$ cat src/rtl/pool_window_buffer.sv
// Streaming 2x2 / stride-2 window former feeding the max-pooling stage.
// Even rows land in a line buffer; each odd-row, odd-column pixel closes a window.
module pool_window_buffer #(
    parameter int WIDTH = 8,
    parameter int IMG_W = 28,
    parameter int IMG_H = 28
) (
    input  logic               clk,
    input  logic               rst,
    input  logic               en,
    input  logic [WIDTH-1:0]   i_pixel,
    input  logic               i_valid,
    output logic               o_ready,
    output logic [4*WIDTH-1:0] o_window,
    output logic               o_valid,
    input  logic               i_ready,
    output logic               o_frame_done
);
    localparam int CW = (IMG_W > 1) ? $clog2(IMG_W) : 1;
    localparam int RW = (IMG_H > 1) ? $clog2(IMG_H) : 1;
    localparam logic [CW-1:0] COL_LAST = CW'(IMG_W - 1);
    localparam logic [RW-1:0] ROW_LAST = RW'(IMG_H - 1);

    logic [CW-1:0]      r_col;
    logic [RW-1:0]      r_row;
    logic [WIDTH-1:0]   r_hold;
    logic [WIDTH-1:0]   r_line_buf [IMG_W];
    logic [4*WIDTH-1:0] r_window;
    logic               r_valid;
    logic               r_frame_done;

    logic               w_accept;
    logic               w_consume;
    logic               w_col_last;
    logic               w_row_last;
    logic               w_emit;
    logic [CW-1:0]      w_col_prev;

    // Valid/ready: a transfer happens on any edge where valid and ready are both high.
    // A held window blocks input so the window register is never overwritten unconsumed.
    assign o_ready    = en & (~r_valid | i_ready);
    assign w_accept   = i_valid & o_ready;
    assign w_consume  = r_valid & i_ready;
    assign w_col_last = (r_col == COL_LAST);
    assign w_row_last = (r_row == ROW_LAST);
    assign w_emit     = w_accept & r_row[0] & r_col[0];
    assign w_col_prev = r_col - CW'(1);

    always_ff @(posedge clk or negedge rst) begin
        if (!rst) begin
            r_col  <= '0;
            r_row  <= '0;
            r_hold <= '0;
        end else if (w_accept) begin
            if (w_col_last) begin
                r_col <= '0;
                r_row <= w_row_last ? '0 : r_row + RW'(1);
            end else begin
                r_col <= r_col + CW'(1);
            end
            if (r_row[0] & ~r_col[0]) begin
                r_hold <= i_pixel;
            end
        end
    end

    // Line buffer carries no reset; stale contents are always overwritten before use.
    always_ff @(posedge clk) begin
        if (w_accept & ~r_row[0]) begin
            r_line_buf[r_col] <= i_pixel;
        end
    end

    always_ff @(posedge clk or negedge rst) begin
        if (!rst) begin
            r_window     <= '0;
            r_valid      <= 1'b0;
            r_frame_done <= 1'b0;
        end else begin
            r_frame_done <= w_accept & w_col_last & w_row_last;
            if (w_emit) begin
                r_window <= {i_pixel, r_hold, r_line_buf[r_col], r_line_buf[w_col_prev]};
                r_valid  <= 1'b1;
            end else if (w_consume) begin
                r_valid <= 1'b0;
            end
        end
    end

    assign o_window     = r_window;
    assign o_valid      = r_valid;
    assign o_frame_done = r_frame_done;

endmodule

$ cat config.mk
export PLATFORM = sky130hd
export DESIGN_NAME = pool_window_buffer
export DESIGN_NICKNAME = d
export VERILOG_FILES = /design/src/rtl/pool_window_buffer.sv
export SDC_FILE = /design/constraint.sdc
export NUM_CORES = 1
export LEC_CHECK = 0
export ABC_AREA = 0
export CAP_MARGIN = 20
export CELL_PAD_IN_SITES_DETAIL_PLACEMENT = 1
export CELL_PAD_IN_SITES_GLOBAL_PLACEMENT = 2
export CORE_UTILIZATION = 51
export CTS_BUF_LIST = sky130_fd_sc_hd__clkbuf_8
export CTS_CLUSTER_SIZE = 14
export DETAILED_ROUTE_END_ITERATION = 8
export PLACE_DENSITY = 0.89
export SETUP_SLACK_MARGIN = 0.15
export SYNTH_ARGS = -nofsm -noshare
export SYNTH_HDL_FRONTEND = slang
export SYNTH_SLANG_ARGS = --single-unit
$ cat constraint.sdc
create_clock -name clk -period 4.5 [get_ports clk]
set_input_delay 0.45 -clock clk [delete_from_list [all_inputs] [get_ports clk]]
set_output_delay 0.45 -clock clk [all_outputs]
set_load 0.1 [all_outputs]
**After elaboration in Yosys (flattened, before gate mapping)**

Memory sizes are Yosys's and may differ from the RTL's. A register that Yosys moved wholly into a read port is not among the register bits.
Index checks and enable logic that the tools add are counted.

- Mux-type cells: 6
- Bitwise operators: 13
- Equal/unequal tests: 2
- Add/sub/neg operators: 3
- Reduce and logical (&&, ||, !) cells: 5

Operators with widths:

| kind | number |
|---|---|
| $add A5 B1 Y5 const B | 2 |
| $eq A5 B5 Y1 const B | 2 |
| $mux W5 | 2 |
| $and A1 B1 Y1 | 9 |
| $sub A5 B1 Y5 const B | 1 |
| $mux W1 | 4 |
| $reduce_and A2 Y1 | 2 |
| $not A1 Y1 | 3 |
| $logic_not A1 Y1 | 2 |
| $reduce_bool A2 Y1 | 1 |
| $or A1 B1 Y1 | 1 |

- Output and inout bits: 35
- Bits of input ports: 13
- Register bits: 52
- Logic and storage cells: 36
- Memories: 1
- RAM bits: 224

Memories:

| memory | words | width | read ports | clocked after memory_dff | write ports | RTL line | RTL |
|---|---|---|---|---|---|---|---|
| r_line_buf | 28 | 8 | 2 | 2 | 1 | 27 | `logic [WIDTH-1:0] r_line_buf [IMG_W];` |

**Logic depth before layout (Yosys ltp)**

- Depth in word-level cells: 7
- Depth in mapped cells: 13
- Mapped depth without buffers: 7

**Worst setup path after synthesis**

No wires, ideal clock.

- Path type: flip-flop to flip-flop
- Start point: register r_col[0]
- End point: register r_window[0], in the netlist o_window[0], read port of r_line_buf
- Clock period less this slack: 2.688 ns
- Path buffers: 5
- Stages on the path, launching flop included: 13
- Slack: 1.812 ns
- Arrival time: 2.562 ns
- Cells stage by stage: dfrtp_1 -> buf_4 -> buf_2 -> inv_1 -> buf_2 -> ha_1 -> buf_2 -> clkbuf_1 -> mux4_2 -> mux2i_1 -> nor2_1 -> a211oi_1 -> o21ai_1

- Longest elaborated chain between the ends: 1

Ends and longest elaborated chain:

| item | RTL line | RTL |
|---|---|---|
| from (decl) | 24 | `logic [CW-1:0] r_col;` |
| from (signal assigned) | 59 | `r_col <= r_col + CW'(1);` |
| $sub A5 B1 Y5 or $and A1 B1 Y1 (tied branches) | 47, 46 |  |
| to (decl) | 28 | `logic [4*WIDTH-1:0] r_window;` |

Several ways; a longest one is shown, not always the timed one.
A chain may end at the register's enable or synchronous reset.

**Worst setup path after layout**

- Start point: register r_col[0]
- End point: register r_window[7], in the netlist o_window[7], read port of r_line_buf

The elaborated chain is that of the path after synthesis.

==> flow_results.xml <==
<?xml version="1.0" encoding="UTF-8"?>
<metrics>
  <group name="sta">
    <metric name="layout_min_cycle_time" unit="ps">3140</metric>
    <metric name="timing_max_transition_violations_final" unit="">0</metric>
    <metric name="setup_viol_count_final" unit="">0</metric>
    <metric name="slew_headroom" unit="">0.306</metric>
    <metric name="setup_tns" unit="ps">0</metric>
    <metric name="setup_repair_after_global_routing_missed_its_margin" unit="">false</metric>
    <metric name="fin_crit_sh" unit="">0.698</metric>
    <metric name="finalClockSkew" unit="ps">26.5</metric>
    <metric name="fmax" unit="GHz">0.318</metric>
    <metric name="timing.final.hold_violations" unit="">0</metric>
    <metric name="worst_pin_slew" unit="ps">1040</metric>
    <metric name="fin_ws" unit="ps">1360</metric>
  </group>
  <group name="cells_and_area">
    <metric name="insertedDiodeCount" unit="">0</metric>
    <metric name="layout_commonest_cell" unit="">sky130_fd_sc_hd__edfxtp_1</metric>
    <metric name="final-instance-count-excl-fill" unit="">1182</metric>
    <metric name="layout_cells_sized_above_1" unit="">0.229</metric>
    <metric name="nNetsFinal" unit="">846</metric>
    <metric name="finish.instance_area" unit="um^2">14100</metric>
    <metric name="commonest_cells_after_routing_fill_and_taps_aside" unit="">sky130_fd_sc_hd__edfxtp_1, sky130_fd_sc_hd__nand2_1, sky130_fd_sc_hd__mux4_2</metric>
    <metric name="p_r_area_growth_vs_syn" unit="%">12.7</metric>
    <metric name="n_fill_cell" unit="">2143</metric>
  </group>
  <group name="grt">
    <metric name="maximum_number_of_pins_on_one_net_before_global_route_repair" unit="">49</metric>
    <metric name="track_usage" unit="">0.293</metric>
    <metric name="antenna_found_initial" unit="">0</metric>
    <metric name="number_of_global_route_vias_before_repair" unit="">7932</metric>
    <metric name="overflow" unit="">0</metric>
    <metric name="grt_pass1_wl" unit="um">51600</metric>
  </group>
  <group name="critical_path">
    <metric name="critPathLaunchType" unit="">flip-flop</metric>
    <metric name="arrival_time_of_data_at_the_critical_path_endpoint" unit="ps">3590</metric>
    <metric name="worstPathBufferInverterCount" unit="">2</metric>
    <metric name="crit_family" unit="">buffers and inverters</metric>
    <metric name="crit_path_end_kind" unit="">flip-flop</metric>
    <metric name="crit_required" unit="ps">4940</metric>
    <metric name="crit_type" unit="">flip-flop to flip-flop</metric>
    <metric name="slowest_stage_delay_on_critical_path" unit="ps">690</metric>
    <metric name="crit_chain" unit="">inv_1, ha_2, buf_4, mux4_2, mux2i_1, nor2_1, a211oi_1, o21ai_1</metric>
    <metric name="crit_path_max_fanout" unit="">20</metric>
    <metric name="critPathSlowestCell" unit="">sky130_fd_sc_hd__ha_2</metric>
  </group>
  <group name="flow_run">
    <metric name="cap_violations" unit="">0</metric>
  </group>
  <group name="detailed_routing">
    <metric name="route.final.wire_length" unit="um">34800</metric>
    <metric name="routed_via_density" unit="">6.39</metric>
    <metric name="drt_first_iter_violations" unit="">773</metric>
    <metric name="remaining_drc_errors" unit="">0</metric>
    <metric name="route.detailed.wl_per_inst" unit="um">29.5</metric>
    <metric name="drt.antenna.violating_nets" unit="">0</metric>
    <metric name="detailedRoute.firstPassIterationCount" unit="">5</metric>
    <metric name="vias" unit="">7555</metric>
  </group>
  <group name="clock_tree">
    <metric name="cts.reportedPaths.clkPinSlew" unit="ps">70</metric>
    <metric name="htree_num_levels" unit="">2</metric>
    <metric name="clock_path_buffers" unit="">3</metric>
    <metric name="cts-root-buf" unit="">sky130_fd_sc_hd__clkbuf_8</metric>
    <metric name="post_cts_resize_count" unit="">0</metric>
    <metric name="cts_buffers" unit="">46</metric>
    <metric name="clock_latency" unit="ps">570</metric>
    <metric name="cts_sinks" unit="">276</metric>
    <metric name="cts_tree" unit="">built</metric>
  </group>
  <group name="die">
    <metric name="die_wd" unit="um">159</metric>
    <metric name="placement_rows" unit="">56</metric>
    <metric name="dieArea" unit="um^2">25200</metric>
    <metric name="io-pin-count" unit="">48</metric>
    <metric name="chipHeight" unit="um">159</metric>
    <metric name="initial_core_util" unit="">0.527</metric>
    <metric name="coreArea" unit="um^2">23800</metric>
  </group>
  <group name="outcome">
    <metric name="run_status" unit="">completed</metric>
  </group>
  <group name="placed_design">
    <metric name="post-place-cells" unit="">1098</metric>
    <metric name="dp.final_hpwl" unit="um">22800</metric>
    <metric name="postPlaceCellArea" unit="um^2">13300</metric>
    <metric name="pre_cts_slack" unit="ps">1350</metric>
    <metric name="placer_congestion" unit="">0.915</metric>
    <metric name="portBuffers" unit="">47</metric>
  </group>
  <group name="pwr">
    <metric name="static-leakage-power" unit="nW">4.90</metric>
    <metric name="total_power" unit="mW">8.07</metric>
    <metric name="vdd.ir_drop.worst" unit="mV">0.315</metric>
    <metric name="power_per_cell_area" unit="nW/um^2">571</metric>
  </group>
  <group name="synthesis">
    <metric name="synthFlopType" unit="">sky130_fd_sc_hd__edfxtp_1</metric>
    <metric name="synth.net_count" unit="">775</metric>
    <metric name="post_synth.cell_area_avg" unit="um^2">16.5</metric>
    <metric name="yosysWarningCount" unit="">0</metric>
    <metric name="number_of_flops_mapped_to_enable_cells_by_yosys" unit="">224</metric>
    <metric name="synthesis.area" unit="um^2">12500</metric>
    <metric name="syn-instance-count" unit="">757</metric>
    <metric name="synth_cell_type_count" unit="">54</metric>
    <metric name="asyncSetResetFlopFracSynth" unit="">0.188</metric>
    <metric name="yosysSeqAreaShare" unit="">0.641</metric>
    <metric name="yosys_register_bits" unit="">276</metric>
  </group>
  <group name="min_path">
    <metric name="hold_path.class" unit="">primary input to asynchronous set/reset pin</metric>
  </group>
</metrics>
-- cells by family after synthesis --
group                    Yosys count  synth area share
flip-flops                       276             0.641
AND/OR/NAND/NOR                  181            0.0642
multiplexers                     152             0.214
AO/OA/AOI/OAI                     88            0.0469
buffers and inverters             50            0.0245
XOR/XNOR                           5           0.00470
adder cells (fa/ha/maj)            5           0.00500
-- flip-flops by register name, indices dropped and copies added, names as in the netlist --
| signal | flops |
|---|---|
| r_line_buf | 224 |
| r_hold | 8 |
| o_window | 32 |
| r_col | 5 |
| o_frame_done | 1 |
| r_row | 5 |
| o_valid | 1 |
-- worst paths after layout --
path	startpoint	endpoint	slack, ps	cells after the start
max in group asynchronous	rst	r_row[3]	3280	3
max	r_col[0]	o_window[7]	1360	8
max reg2reg	r_col[0]	o_window[7]	1360	8
min reg2reg	r_hold[2]	o_window[18]	480	2
min	rst	r_col[0]	350	2
min in group clk	r_hold[2]	o_window[18]	480	2
-- layout make-up --
class                      count  area [um^2]  share of cell area
tap                          319          399              0.0283
multi-input combinational    431         4210               0.298
timing repair buffer          70          653              0.0463
clock inverter                36          163              0.0115
inverter                       3         11.3            0.000798
clock buffer                  47          647              0.0458
sequential                   276         8040               0.569
-- metal layers --
metal	GRT usage	routed length, um	up-vias
li1	-	-	3157
met1	0.409	14300	3891
met2	0.448	16200	423
met3	0.0670	3160	84
met4	0.114	1260	0
met5	0	0	-
-- synth_stat cells, types with 3 or more instances --
cell type / instances / area (um^2)
sky130_fd_sc_hd__edfxtp_1: 224 / 6730
sky130_fd_sc_hd__dfrtp_1: 52 / 1300
sky130_fd_sc_hd__buf_2: 22 / 110
sky130_fd_sc_hd__nand3b_1: 4 / 30.0
sky130_fd_sc_hd__nor3_1: 5 / 25.0
sky130_fd_sc_hd__buf_1: 3 / 11.3
sky130_fd_sc_hd__clkbuf_1: 6 / 22.5
sky130_fd_sc_hd__a31oi_1: 5 / 31.3
sky130_fd_sc_hd__buf_4: 10 / 75.1
sky130_fd_sc_hd__a211oi_1: 10 / 75.1
sky130_fd_sc_hd__a221oi_1: 4 / 35.0
sky130_fd_sc_hd__nand2b_1: 4 / 25.0
sky130_fd_sc_hd__buf_6: 5 / 56.3
sky130_fd_sc_hd__mux4_1: 7 / 184
sky130_fd_sc_hd__o211ai_1: 10 / 75.1
sky130_fd_sc_hd__o22ai_1: 3 / 18.8
sky130_fd_sc_hd__a22o_1: 4 / 35.0
sky130_fd_sc_hd__nor3b_1: 3 / 22.5
sky130_fd_sc_hd__mux2i_1: 43 / 430
sky130_fd_sc_hd__nand2_1: 82 / 308
sky130_fd_sc_hd__a21oi_1: 15 / 75.1
sky130_fd_sc_hd__nor2b_1: 4 / 25.0
sky130_fd_sc_hd__nand3_1: 12 / 60.1
sky130_fd_sc_hd__o21ai_1: 10 / 50.1
sky130_fd_sc_hd__nor2_1: 55 / 206
sky130_fd_sc_hd__o21ai_0: 16 / 80.1
sky130_fd_sc_hd__mux2_2: 21 / 236
sky130_fd_sc_hd__ha_1: 5 / 62.6
sky130_fd_sc_hd__mux4_2: 81 / 1820
-- power by group --
group | internal, mW | switching, mW | leakage [nW] | total [mW]
registers | 2.91 | 0.145 | 2.73 | 3.05
logic | 1.16 | 1.87 | 1.71 | 3.03
clock network | 0.979 | 1.01 | 0.463 | 1.98
total | 5.04 | 3.03 | 4.90 | 8.07
-- through the flow --
| stage | util | hold WS [ps] |
|---|---|---|
| floorplan | - | 154 |
| global placement | 0.560 | 381 |
| detailed placement | 0.560 | 395 |
| CTS | 0.594 | 328 |
| global route | 0.594 | 371 |
| finish | 0.594 | 351 |
-- what timing repair did --
action                                 CTS  global route
hold buffers                             1             0
setup endpoints to repair                0             0
endpoints found under the hold margin   12             0
buffers inserted                         0             0
Power figures use the tool's default switching activity.
